$ cat config.mk
export PLATFORM = sky130hd
export DESIGN_NAME = iomem_dma_flat
export DESIGN_NICKNAME = d
export VERILOG_FILES = /design/src/rtl/iomem_dma_if.sv /design/src/rtl/iomem_dma.sv /design/src/flat_wrapper.sv
export SDC_FILE = /design/constraint.sdc
export NUM_CORES = 1
export LEC_CHECK = 0
export CORE_MARGIN = 10
export CORE_UTILIZATION = 49
export DETAILED_ROUTE_END_ITERATION = 16
export PLACE_DENSITY = 0.76
export SYNTH_ARGS = -nofsm -noshare
export SYNTH_HDL_FRONTEND = slang
export SYNTH_SLANG_ARGS = --single-unit
$ cat constraint.sdc
create_clock -name clk -period 2.9 [get_ports clk]
set_input_delay 0.29 -clock clk [delete_from_list [all_inputs] [get_ports clk]]
set_output_delay 0.29 -clock clk [all_outputs]
set_load 0.1 [all_outputs]
$ cat src/rtl/iomem_dma_if.sv
// Memory bus between the DMA engine (master) and the memory/peripheral responder (slave).
// A request is held while mem_valid is high and completes on the clock edge where
// mem_valid and mem_ready are both 1.
interface iomem_dma_if;
    logic        mem_valid;
    logic        mem_ready;
    logic [31:0] mem_addr;
    logic [31:0] mem_wdata;
    logic [3:0]  mem_wstrb;
    logic [31:0] mem_rdata;

    modport master (
        output mem_valid, mem_addr, mem_wdata, mem_wstrb,
        input  mem_ready, mem_rdata
    );

    modport slave (
        input  mem_valid, mem_addr, mem_wdata, mem_wstrb,
        output mem_ready, mem_rdata
    );
endinterface

$ cat src/rtl/iomem_dma.sv
// iomem_dma: word-copy DMA engine on a valid/ready memory bus.
// Each word is a read from the source followed by a write to the destination.
// A one-cycle idle gap follows every completed access, so a registered responder
// never sees a stale request. Every access is bounded by a TIMEOUT-cycle watchdog.
// Optional feature macro IOMEM_DMA_RETRY_ONES_EN: a read returning 32'hFFFF_FFFF
// is treated as "not ready yet" and re-issued at the same source address.
module iomem_dma #(
    parameter int LEN_W   = 10,
    parameter int TIMEOUT = 255
) (
    input  logic             clk,
    input  logic             resetn,
    input  logic             start,
    input  logic [31:0]      src_addr,
    input  logic [31:0]      dst_addr,
    input  logic [LEN_W-1:0] len,
    input  logic             src_inc,
    output logic             busy,
    output logic             done,
    output logic             err,
    output logic [LEN_W-1:0] words_done,
    iomem_dma_if.master      bus
);
    localparam int TMO_W = $clog2(TIMEOUT + 1);
    localparam logic [TMO_W-1:0] TMO_LAST = TMO_W'(TIMEOUT - 1);

    typedef enum logic [2:0] {IDLE, RD, RD_GAP, WR, WR_GAP, FIN} state_t;

    state_t           state_q;
    logic [31:0]      src_q;
    logic [31:0]      dst_q;
    logic [LEN_W-1:0] len_q;
    logic             inc_q;
    logic [31:0]      data_q;
    logic [TMO_W-1:0] tmo_q;
    logic             retry_q;
    logic             busy_q;
    logic             done_q;
    logic             err_q;
    logic [LEN_W-1:0] wdone_q;
    logic             valid_q;
    logic [31:0]      addr_q;
    logic [31:0]      wdata_q;
    logic [3:0]       wstrb_q;
    logic             rd_ones;

`ifdef IOMEM_DMA_RETRY_ONES_EN
    // An all-ones read means the source had nothing to give yet.
    assign rd_ones = (bus.mem_rdata == 32'hFFFF_FFFF);
`else
    assign rd_ones = 1'b0;
`endif

    // Transfer sequencer; all bus and status outputs are registered here.
    always_ff @(posedge clk or negedge resetn) begin
        if (!resetn) begin
            state_q <= IDLE;
            src_q   <= '0;
            dst_q   <= '0;
            len_q   <= '0;
            inc_q   <= 1'b0;
            data_q  <= '0;
            tmo_q   <= '0;
            retry_q <= 1'b0;
            busy_q  <= 1'b0;
            done_q  <= 1'b0;
            err_q   <= 1'b0;
            wdone_q <= '0;
            valid_q <= 1'b0;
            addr_q  <= '0;
            wdata_q <= '0;
            wstrb_q <= 4'b0000;
        end else begin
            done_q <= 1'b0;
            case (state_q)
                IDLE: begin
                    if (start) begin
                        src_q   <= src_addr;
                        dst_q   <= dst_addr;
                        len_q   <= len;
                        inc_q   <= src_inc;
                        err_q   <= 1'b0;
                        wdone_q <= '0;
                        busy_q  <= 1'b1;
                        tmo_q   <= '0;
                        retry_q <= 1'b0;
                        if (len == '0) begin
                            state_q <= FIN;
                        end else begin
                            state_q <= RD;
                            valid_q <= 1'b1;
                            addr_q  <= src_addr;
                            wstrb_q <= 4'b0000;
                        end
                    end
                end
                RD: begin
                    if (bus.mem_ready && !rd_ones) begin
                        data_q  <= bus.mem_rdata;
                        valid_q <= 1'b0;
                        retry_q <= 1'b0;
                        state_q <= RD_GAP;
                    end else if (tmo_q == TMO_LAST) begin
                        valid_q <= 1'b0;
                        err_q   <= 1'b1;
                        state_q <= FIN;
                    end else begin
                        // A rejected all-ones read burns a watchdog cycle too,
                        // so a stuck source still ends in a timeout.
                        tmo_q <= tmo_q + 1'b1;
                        if (bus.mem_ready) begin
                            valid_q <= 1'b0;
                            retry_q <= 1'b1;
                            state_q <= RD_GAP;
                        end
                    end
                end
                RD_GAP: begin
                    valid_q <= 1'b1;
                    if (retry_q) begin
                        state_q <= RD;
                    end else begin
                        state_q <= WR;
                        addr_q  <= dst_q;
                        wdata_q <= data_q;
                        wstrb_q <= 4'b1111;
                        tmo_q   <= '0;
                    end
                end
                WR: begin
                    if (bus.mem_ready) begin
                        valid_q <= 1'b0;
                        wstrb_q <= 4'b0000;
                        wdone_q <= wdone_q + 1'b1;
                        dst_q   <= dst_q + 32'd4;
                        if (inc_q) src_q <= src_q + 32'd4;
                        state_q <= WR_GAP;
                    end else if (tmo_q == TMO_LAST) begin
                        valid_q <= 1'b0;
                        wstrb_q <= 4'b0000;
                        err_q   <= 1'b1;
                        state_q <= FIN;
                    end else begin
                        tmo_q <= tmo_q + 1'b1;
                    end
                end
                WR_GAP: begin
                    if (wdone_q == len_q) begin
                        state_q <= FIN;
                    end else begin
                        state_q <= RD;
                        valid_q <= 1'b1;
                        addr_q  <= src_q;
                        tmo_q   <= '0;
                    end
                end
                FIN: begin
                    done_q  <= 1'b1;
                    busy_q  <= 1'b0;
                    state_q <= IDLE;
                end
                default: state_q <= IDLE;
            endcase
        end
    end

    assign busy          = busy_q;
    assign done          = done_q;
    assign err           = err_q;
    assign words_done    = wdone_q;
    assign bus.mem_valid = valid_q;
    assign bus.mem_addr  = addr_q;
    assign bus.mem_wdata = wdata_q;
    assign bus.mem_wstrb = wstrb_q;
endmodule

$ cat src/flat_wrapper.sv
// flat-port wrapper written by rule: the top's interface ports become plain ports
module iomem_dma_flat 
#(
    parameter int LEN_W   = 10,
    parameter int TIMEOUT = 255
)
  (clk, resetn, start, src_addr, dst_addr, len, src_inc, busy, done, err, words_done, bus_mem_valid, bus_mem_addr, bus_mem_wdata, bus_mem_wstrb, bus_mem_ready, bus_mem_rdata);
  iomem_dma_if bus_i ();
  input  logic clk;
  input  logic resetn;
  input  logic start;
  input  logic [31:0] src_addr;
  input  logic [31:0] dst_addr;
  input  logic [LEN_W-1:0] len;
  input  logic src_inc;
  output logic busy;
  output logic done;
  output logic err;
  output logic [LEN_W-1:0] words_done;
  output wire logic [$bits(bus_i.mem_valid)-1:0] bus_mem_valid;
  output wire logic [$bits(bus_i.mem_addr)-1:0] bus_mem_addr;
  output wire logic [$bits(bus_i.mem_wdata)-1:0] bus_mem_wdata;
  output wire logic [$bits(bus_i.mem_wstrb)-1:0] bus_mem_wstrb;
  input wire logic [$bits(bus_i.mem_ready)-1:0] bus_mem_ready;
  input wire logic [$bits(bus_i.mem_rdata)-1:0] bus_mem_rdata;
  assign bus_mem_valid = bus_i.mem_valid;
  assign bus_mem_addr = bus_i.mem_addr;
  assign bus_mem_wdata = bus_i.mem_wdata;
  assign bus_mem_wstrb = bus_i.mem_wstrb;
  assign bus_i.mem_ready = bus_mem_ready;
  assign bus_i.mem_rdata = bus_mem_rdata;
  iomem_dma #(.LEN_W(LEN_W), .TIMEOUT(TIMEOUT)) u_core (.clk(clk), .resetn(resetn), .start(start), .src_addr(src_addr), .dst_addr(dst_addr), .len(len), .src_inc(src_inc), .busy(busy), .done(done), .err(err), .words_done(words_done), .bus(bus_i));
endmodule
==> impl_metrics.env <==
export IMPL_drv_cap=0
export IMPL_crit_top_cell="buf_4"
export IMPL_drive_gt1_frac=0.209
export IMPL_setup_viol=0
export IMPL_synth_common_cells="dfrtp_1 (197), a21oi_1 (117), mux2_2 (82), nand2_1 (72), nor2_1 (50)"
export IMPL_dieArea_sq_um=26400
export IMPL_ys_seq_elements=197
export IMPL_portBuffers=192
export IMPL_first_pass_iters=5
export IMPL_cts_buffers=17
export IMPL_synthFlopType="dfrtp_1"
export IMPL_totalPowerFinal_mw=17.0
export IMPL_min_path_type="input port to flop"
export IMPL_yosysTopAreaCellShare=0.495
export IMPL_ios=193
export IMPL_grt_max_degree=78
export IMPL_path_class="flop to flop"
export IMPL_setup_tns_ps=0
export IMPL_antenna_left=0
export IMPL_p_leak_nw=5.36
export IMPL_nets=1274
export IMPL_post_cts_resized=0
export IMPL_root_buffer="clkbuf_16"
export IMPL_ys_async_sr_fraction=1.00
export IMPL_slew_violations=0
export IMPL_max_freq_ghz=0.423
export IMPL_cp_cell_sequence="buf_4, nor2b_1, buf_4, and2_4, buf_4, nand2_1, o22ai_1, a2bb2oi_1"
export IMPL_grt_pass1_vias=8542
export IMPL_viasPerCell=5.82
export IMPL_cts_tree="done"
export IMPL_antenna_found_initial=3
export IMPL_syn_inst=986
export IMPL_syn_area_sq_um=9960
export IMPL_post_route_min_period_ps=2360
export IMPL_drc=0
export IMPL_yosysWarnings=0
export IMPL_post_cts_setup_buffer_count=0
export IMPL_vias=8401
export IMPL_wl_per_cell_um=19.5
export IMPL_synth_edf_count=0
export IMPL_grt_overflow=0
export IMPL_drt_iter0_markers=723
export IMPL_cts_sinks=197
export IMPL_start_kind="flop"
export IMPL_grtUsageTotal=0.214
export IMPL_critPathArrivalTime_ps=2650
export IMPL_fp_dieW_um=163
export IMPL_row_count=52
export IMPL_r2r_cells=8
export IMPL_grt_setup_unrepaired="no"
export IMPL_netlist_top_cells_area="dfrtp_1 (49%), mux2_2 (9.3%), a21oi_1 (5.9%)"
export IMPL_ys_types=56
export IMPL_place_gp_congestion=0.869
export IMPL_yosysMostFrequentCell="dfrtp_1"
export IMPL_syn_nets=1102
export IMPL_slowest_stage="and2_4"
export IMPL_cpPeakStageDelay_ps=530
export IMPL_skew_ps=13.2
export IMPL_tightest_slew_ps=904
export IMPL_clk_path_buf_depth=2
export IMPL_dp_cells=1408
export IMPL_yosys_area_top_type="dfrtp_1"
export IMPL_dp_hpwl_mm=20.1
export IMPL_relSlewSlack=0.396
export IMPL_fillerInstances=1683
export IMPL_outcome="complete, no violations"
export IMPL_wl_mm=28.2
export IMPL_required_ps=3190
export IMPL_core_area_sq_um=20100
export IMPL_syn2layout_area_growth_pct=27.0
export IMPL_hold_violations=0
export IMPL_ir_worst_vdd_v=0.00113
export IMPL_htree_levels=4
export IMPL_grt_first_pass_wirelength_mm=45.8
export IMPL_instances_no_fill=1443
export IMPL_ff2ff_setup_slack_ps=540
export IMPL_insertion_delay_ps=440
export IMPL_path_max_fanout=55
export IMPL_path_clk_slew_ps=80
export IMPL_powerDensity_nw_per_um2=1350
export IMPL_start_util=0.496
export IMPL_die_h_um=163
export IMPL_syn_avg_cell_area_sq_um=10.1
export IMPL_ys_seq_area_frac=0.495
export IMPL_holdPathStages=3
export IMPL_cts_hold_buf=1
export IMPL_cp_end_kind="flop"
export IMPL_min_period_over_period=0.814
placed cells by master (no fill, tap or decap), types with 5 or more instances in the layout:
cell type / n
xnor2_1: 9
nor3_1: 10
inv_1: 38
clkdlybuf4s50_1: 109
nand4_1: 26
a22oi_1: 5
a31oi_1: 12
and2_1: 6
nor2_1: 49
nor4_1: 7
mux2i_1: 29
nand2_1: 72
buf_12: 6
a22o_1: 27
ha_1: 5
inv_8: 5
and4_1: 5
clkbuf_16: 17
dfrtp_1: 197
o22ai_1: 20
a2bb2oi_1: 14
buf_4: 107
and3_1: 14
mux2_2: 82
o22a_1: 7
o21ai_0: 47
or3_1: 7
or4_1: 6
o31ai_1: 7
a21oi_1: 115
xor2_1: 9
nand3_1: 42
layer usage:
| metal | global-route usage | up-vias | wire (um) |
|---|---|---|---|
| li1 | - | 3985 | - |
| met1 | 0.271 | 4053 | 11700 |
| met2 | 0.327 | 326 | 13100 |
| met3 | 0.0890 | 35 | 2860 |
| met4 | 0.0664 | 2 | 536 |
| met5 | 0 | - | 17 |
path summary, 6_finish.rpt:
kind / startpoint / to
setup / recovery: u_core.state_q[2]$_DFFE_PN0P_ / u_core.dst_q[18]$_DFFE_PN0P_
min in group asynchronous: resetn / u_core.src_q[25]$_DFFE_PN0P_
hold / removal: dst_addr[3] / u_core.dst_q[3]$_DFFE_PN0P_
setup reg to reg: u_core.state_q[2]$_DFFE_PN0P_ / u_core.dst_q[18]$_DFFE_PN0P_
hold reg to reg: u_core.data_q[31]$_DFFE_PN0P_ / u_core.bus.mem_wdata[31]$_DFFE_PN0P_
max in group asynchronous: resetn / u_core.bus.mem_addr[7]$_DFFE_PN0P_
cell type report:
| type | count | area, sq um | area share |
|---|---|---|---|
| diodes | 2 | 5.00 | 0.000395 |
| clock buffers | 18 | 439 | 0.0347 |
| clock inverters | 14 | 164 | 0.0129 |
| inverters | 38 | 143 | 0.0113 |
| multi-input cells | 680 | 4600 | 0.364 |
| flip-flops and latches | 197 | 4930 | 0.389 |
| well taps | 270 | 338 | 0.0267 |
| repair buffers | 224 | 2040 | 0.161 |
report_power, final:
group | internal, mW | switching, mW
Sequential | 4.05 | 1.13
Combinational | 2.90 | 6.57
Clock | 1.19 | 1.21
Total | 8.14 | 8.91
flip-flops by register name (all words and copies together), names as in the netlist:
signal	flops
u_core.bus.mem_addr	32
u_core.bus.mem_valid	1
u_core.bus.mem_wdata	32
u_core.bus.mem_wstrb	1
u_core.busy	1
u_core.data_q	32
u_core.done	1
u_core.dst_q	32
u_core.err	1
u_core.inc_q	1
u_core.len_q	10
u_core.src_q	32
u_core.state_q	3
u_core.tmo_q	8
u_core.words_done	10
kinds of logic (layout without fill, tap and decap cells):
family | after synthesis | in the layout | synth area share
compound gates | 282 | 282 | 0.176
xor+xnor | 18 | 18 | 0.0158
fa+ha+maj | 5 | 5 | 0.00628
buf+inv | 109 | 294 | 0.0472
flops | 197 | 197 | 0.495
mux | 112 | 112 | 0.123
other cells | 0 | 2 | 0
simple gates | 263 | 263 | 0.137
critical path, delay by kind of cell (launching register included):
family | cells | cell delay [ps]
and+or+nand+nor | 3 | 820
buffers and inverters | 3 | 700
DFF | 1 | 460
AOI/OAI and AO/OA | 2 | 220
metrics by stage:
stage	util	worst slack, ps	instance area, sq um	hold slack (ps)
after floorplan	-	421	9960	-5.59
after CTS	0.629	548	12700	403
after global routing	0.629	380	12700	418
final	0.630	539	12700	418
after detailed placement	0.599	440	12000	355
after global placement	0.599	460	12000	361
No activity file was read; power rests on OpenSTA's default activity.
